<file path="src/rtl/fever_ctrl_pkg.sv">
// +----------------------------------------------------------------------------+
// | fever_ctrl_pkg : shared slot-machine definitions (states, default sizes)   |
// | Rev 1.0                                                                    |
// +----------------------------------------------------------------------------+
`default_nettype none

package fever_ctrl_pkg;

  localparam int              DEF_SYM_W        = 4;
  localparam int              DEF_CNT_W        = 24;
  localparam logic [23:0]     DEF_FEVER_CYCLES = 24'd12_000_000;
  localparam int              NUM_REELS        = 3;

  typedef enum logic [1:0] {
    ST_IDLE  = 2'd0,
    ST_SPIN  = 2'd1,
    ST_JUDGE = 2'd2,
    ST_FEVER = 2'd3
  } state_e;

  function automatic logic reels_all_stopped(input logic [NUM_REELS-1:0] mask);
    return &mask;
  endfunction

endpackage

`default_nettype wire

</file>
<file path="src/rtl/fever_ctrl_timer.sv">
// +----------------------------------------------------------------------------+
// | fever_timer : loadable down-counter that saturates at zero                 |
// | Rev 1.0                                                                    |
// +----------------------------------------------------------------------------+
`default_nettype none

module fever_timer #(
  parameter int CNT_W = 24
) (
  input  logic             clock,
  input  logic             reset_n,
  input  logic             load,
  input  logic [CNT_W-1:0] loadVal,
  output logic [CNT_W-1:0] count,
  output logic             active
);

  logic [CNT_W-1:0] count_q, count_d;
  logic             active_q, active_d;

  // active is kept as its own flop, equal to (count != 0) after every edge
  always_comb begin
    count_d  = count_q;
    active_d = active_q;
    if (load) begin
      count_d  = loadVal;
      active_d = (loadVal != '0);
    end else if (count_q != '0) begin
      count_d  = count_q - 1'b1;
      active_d = (count_q > {{(CNT_W-1){1'b0}}, 1'b1});
    end
  end

  always_ff @(posedge clock or negedge reset_n) begin
    if (!reset_n) begin
      count_q  <= '0;
      active_q <= 1'b0;
    end else begin
      count_q  <= count_d;
      active_q <= active_d;
    end
  end

  assign count  = count_q;
  assign active = active_q;

endmodule

`default_nettype wire

</file>
<file path="src/rtl/fever_ctrl.sv">
// +----------------------------------------------------------------------------+
// | fever_ctrl : three-reel spin/stop sequencer with match judge and fever     |
// | Rev 1.0                                                                    |
// +----------------------------------------------------------------------------+
`default_nettype none

module fever_ctrl
  import fever_ctrl_pkg::*;
#(
  parameter int               SYM_W        = DEF_SYM_W,
  parameter int               CNT_W        = DEF_CNT_W,
  parameter logic [CNT_W-1:0] FEVER_CYCLES = DEF_FEVER_CYCLES
) (
  input  logic             clock,
  input  logic             reset_n,
  input  logic             start,
  input  logic [2:0]       stop,
  input  logic [SYM_W-1:0] reel0,
  input  logic [SYM_W-1:0] reel1,
  input  logic [SYM_W-1:0] reel2,
  output logic             masterState,
  output logic             fever,
  output logic [2:0]       reelStopped,
  output logic [CNT_W-1:0] feverLeft,
  output logic             win
);

  state_e                   state_q, state_d;
  logic                     master_q, master_d;
  logic [2:0]               stopped_q, stopped_d;
  logic                     win_q, win_d;
  logic [2:0][SYM_W-1:0]    held_q, held_d;
  logic [2:0][SYM_W-1:0]    reel_vec;
  logic [2:0]               next_stopped;
  logic                     symbols_match;
  logic                     timer_load;
  logic [CNT_W-1:0]         timer_count;
  logic                     timer_active;

  assign reel_vec[0]   = reel0;
  assign reel_vec[1]   = reel1;
  assign reel_vec[2]   = reel2;
  assign next_stopped  = stopped_q | stop;
  assign symbols_match = (held_q[0] == held_q[1]) && (held_q[1] == held_q[2]);

  always_comb begin
    state_d    = state_q;
    master_d   = master_q;
    stopped_d  = stopped_q;
    held_d     = held_q;
    win_d      = 1'b0;
    timer_load = 1'b0;

    unique case (state_q)
      ST_IDLE: begin
        if (start) begin
          state_d   = ST_SPIN;
          master_d  = 1'b1;
          stopped_d = 3'b000;
        end
      end

      ST_SPIN: begin
        // Only a reel that is still turning latches its symbol
        for (int i = 0; i < NUM_REELS; i++) begin
          if (stop[i] && !stopped_q[i]) begin
            held_d[i] = reel_vec[i];
          end
        end
        stopped_d = next_stopped;
        if (reels_all_stopped(next_stopped)) begin
          state_d  = ST_JUDGE;
          master_d = 1'b0;
        end
      end

      ST_JUDGE: begin
        if (symbols_match) begin
          state_d    = ST_FEVER;
          timer_load = 1'b1;
          win_d      = 1'b1;
        end else begin
          state_d = ST_IDLE;
        end
      end

      ST_FEVER: begin
        // Leave on the edge that takes the countdown from 1 to 0
        if (timer_count <= {{(CNT_W-1){1'b0}}, 1'b1}) begin
          state_d = ST_IDLE;
        end
      end

      default: begin
        state_d = ST_IDLE;
      end
    endcase
  end

  always_ff @(posedge clock or negedge reset_n) begin
    if (!reset_n) begin
      state_q   <= ST_IDLE;
      master_q  <= 1'b0;
      stopped_q <= 3'b111;
      win_q     <= 1'b0;
      held_q    <= '0;
    end else begin
      state_q   <= state_d;
      master_q  <= master_d;
      stopped_q <= stopped_d;
      win_q     <= win_d;
      held_q    <= held_d;
    end
  end

  fever_timer #(
    .CNT_W (CNT_W)
  ) u_fever_timer (
    .clock   (clock),
    .reset_n (reset_n),
    .load    (timer_load),
    .loadVal (FEVER_CYCLES),
    .count   (timer_count),
    .active  (timer_active)
  );

  assign masterState = master_q;
  assign fever       = timer_active;
  assign reelStopped = stopped_q;
  assign feverLeft   = timer_count;
  assign win         = win_q;

endmodule

`default_nettype wire

</file>
<file path="config.mk">
export PLATFORM = sky130hd
export DESIGN_NAME = fever_ctrl
export DESIGN_NICKNAME = d
export VERILOG_FILES = /design/src/rtl/fever_ctrl_pkg.sv /design/src/rtl/fever_ctrl_timer.sv /design/src/rtl/fever_ctrl.sv
export SDC_FILE = /design/constraint.sdc
export NUM_CORES = 1
export LEC_CHECK = 0
export CELL_PAD_IN_SITES_DETAIL_PLACEMENT = 0
export CELL_PAD_IN_SITES_GLOBAL_PLACEMENT = 2
export CORE_ASPECT_RATIO = 1.2
export CORE_UTILIZATION = 30
export DETAILED_ROUTE_END_ITERATION = 8
export DONT_BUFFER_PORTS = 1
export PLACE_DENSITY = 0.65
export SLEW_MARGIN = 10
export SYNTH_ARGS = -nofsm -noshare
export SYNTH_HDL_FRONTEND = slang
export SYNTH_SLANG_ARGS = --single-unit
</file>
<file path="constraint.sdc">
create_clock -name clock -period 1.85 [get_ports clock]
set_clock_uncertainty 0.05 [all_clocks]
set_input_delay 0.185 -clock clock [delete_from_list [all_inputs] [get_ports clock]]
set_output_delay 0.185 -clock clock [all_outputs]
set_load 0.03 [all_outputs]
</file>
==> run metrics <==
status finished clean; Leak 1.38 nW; FF-to-FF Start u_fever_timer.count[8]; commonest non-fill, non-tap cell in the layout buf_4; Pre-Repair DR Iteration Count 4; Die Area 7980 sq um; netlist area before placement 2290 sq um; CTS tree done; Synth cell types 45; Worst Path Arrival 2.03 ns; initial antenna violation count 0; Remaining DRCs 0; R2R depth 5; MaxCap Viol Count 0; Final Hold Vio Count 0; final setup fails 0; crit path time final 1.85 ns; Synthesized Nets 244; Worst Path Required 2.03 ns; Die Wd 81.7 um; Slowest cell on crit path dfrtp_2; reg2reg end u_fever_timer.count[19]; Hold Crit Class in2reg; Filler Cells Inserted 738; WP buf/inv 0; Max Buffers Root-to-Sink 2; Final Max Tran Viols 0; gr usage total 0.172; Clock transition at path regs 0.09 ns; largest net degree at the start of global routing 45; vias in the first global route 2,093; Critical Path End u_fever_timer.count[19]; starting density of the core 0.313; Ys Warns 0; P_int 3.05 mW; sequential area share after synthesis 0.483; worst slew pin tran 0.348 ns; share of cells above drive strength 1 0.399; Top delay family on crit path simple AND/OR/NAND/NOR gates; Slowest Stage Delay on Critical Path 0.43 ns; Layout Nets 323; Sw Pwr 2.54 mW; global route overflow 0; worst skew pair latency 0.30 ns; Max Freq 541 MHz; clock sink count 44; placer congestion estimate 0.766; Worst path depth 5; WL/cell 16.4 um; Final period util 0.999; Comb pwr share 0.549; Crit. Startpoint u_fever_timer.count[8]; io pins 48; IO buf count 0; Mapped Avg Cell Area 10.3 sq um; chip height 97.7 um; Initial DRC Count 49; critical path class reg2reg; H-tree Lvls 2; P&R area growth vs syn 41.7%; Mapped Cells 223; EDFF count, synth 0; RSZ-0062 raised after global routing yes; Final WS setup 0.00209 ns; sequential share of power 0.335; endpoint class of the critical path register; Yosys reg bits 44; Vias 1,982; CTS buffer count 5; R2R setup slack 0.002 ns; most frequent cells in the layout 58 x buf_4, 34 x dfrtp_1, 30 x nor2_1; Slew Limit Headroom 0.767; Primary FF master, synth dfrtp_1; Power Density 1720 nW/um^2; multi-input logic area 1280 sq um; Tot Pwr 5.59 mW; Seq. cell area 1110 sq um; switching share of power 0.454; Crit Path Max Fanout 4; # rows 34; Final ANT Viol Nets 0; VDD IR max 0.751 mV; Inserted Diodes 0; Post-synth ARST share 1.00; vias per cell 5.04; Clock Power Share 0.116; total core area 7320 sq um; Cell Chain, Critical Path nor4_4, and4_4, nand4b_4, or4_4, a21oi_2; root buf cell clkbuf_8; first-pass GRT wire length 10.2 mm; DRT Wirelength 6.44 mm; dpl hpwl 4.65 mm; Placement Setup Slack -0.0566 ns; critical path startpoint category register
-- sequential cells by signal (all words and copies together), names as in the netlist --
name	count
state_q	2
win	1
u_fever_timer.count	24
masterState	1
u_fever_timer.active	1
reelStopped	3
held_q	12
-- layer usage --
metal  global-route usage  routed length, um  vias to the layer above
met5                    0                  0                        -
met4               0.0486                 69                        0
met3               0.0451                291                        6
met2                0.299               3340                       44
met1                0.203               2740                      964
li1                     -                  -                      968
-- timing repair --
| action | in CTS | in global routing |
|---|---|---|
| resized for setup | 4 | 26 |
| setup buffers | 0 | 1 |
| endpoints found under the hold margin | 56 | 0 |
| hold buffers | 14 | 0 |
| setup endpoints to repair | 5 | 25 |
| pin swaps | 1 | 16 |
-- stage by stage --
step / area, sq um / setup TNS (ns) / utilization / hold slack, ns / instances
global route: 3240 / -0.259 / 0.443 / 0.00495 / 393
floorplan: 2310 / -0.642 / - / -0.161 / 223
global placement: 2860 / -0.0751 / 0.390 / -0.159 / 370
CTS: 3120 / 0 / 0.426 / 0.00265 / 392
finish: 3240 / 0 / 0.443 / 0.00899 / 393
detailed placement: 2860 / -0.160 / 0.390 / -0.159 / 370
-- power groups by stage --
stage	clock, mW	combinational (mW)	sequential (mW)
floorplan	0	1.15	2.44
global placement	0	2.84	1.86
detailed placement	0	2.85	1.88
CTS	0.670	2.92	1.86
global route	0.716	3.36	1.94
finish	0.648	3.07	1.87
-- cells by family after synthesis --
| family | share of synthesized area |
|---|---|
| fa+ha+maj | 0.0164 |
| compound gates | 0.107 |
| simple gates | 0.261 |
| xor+xnor | 0.0574 |
| flops | 0.483 |
| mux | 0.0590 |
| buf+inv | 0.0164 |
-- Yosys cell counts (2+ instances only) --
cell      number  area [sq um]
dfrtp_1       41          1030
dfstp_2        3          78.8
xor2_1        13           114
nand2_1       15          56.3
a21oi_1       11          55.1
nand3_1       13          65.1
nor3_1         8          40.0
o21ai_0       10          50.1
a211oi_1       2          15.0
nor3b_1        5          37.5
nor2_1        31           116
nor4_4         2          42.5
and3_1         3          18.8
or3_1          5          31.3
or4_1          3          22.5
inv_1          5          18.8
o41ai_1        2          17.5
o211ai_1       5          37.5
xnor2_1        2          17.5
o31ai_1        5          37.5
clkbuf_1       2          7.51
mux2_2        12           135
ha_1           3          37.5
-- area by class of cell --
| cell class | count | share of cell area |
|---|---|---|
| inverter | 5 | 0.00579 |
| tap | 90 | 0.0347 |
| multi-input combinational | 171 | 0.394 |
| sequential | 44 | 0.343 |
| clock buffer | 6 | 0.0255 |
| timing repair buffer | 75 | 0.193 |
| clock inverter | 2 | 0.00309 |
-- worst min path at each step --
stage,from,to,cells after the start
5_1_grt,stop[0],reelStopped[0],2
3_5_place_dp,reset_n,masterState,0
6_report,stop[0],reelStopped[0],2
4_1_cts,stop[0],reelStopped[0],2
2_1_floorplan,reset_n,held_q[0],0
3_3_place_gp,reset_n,masterState,0
Note: power is estimated with default switching activity, not from simulation.
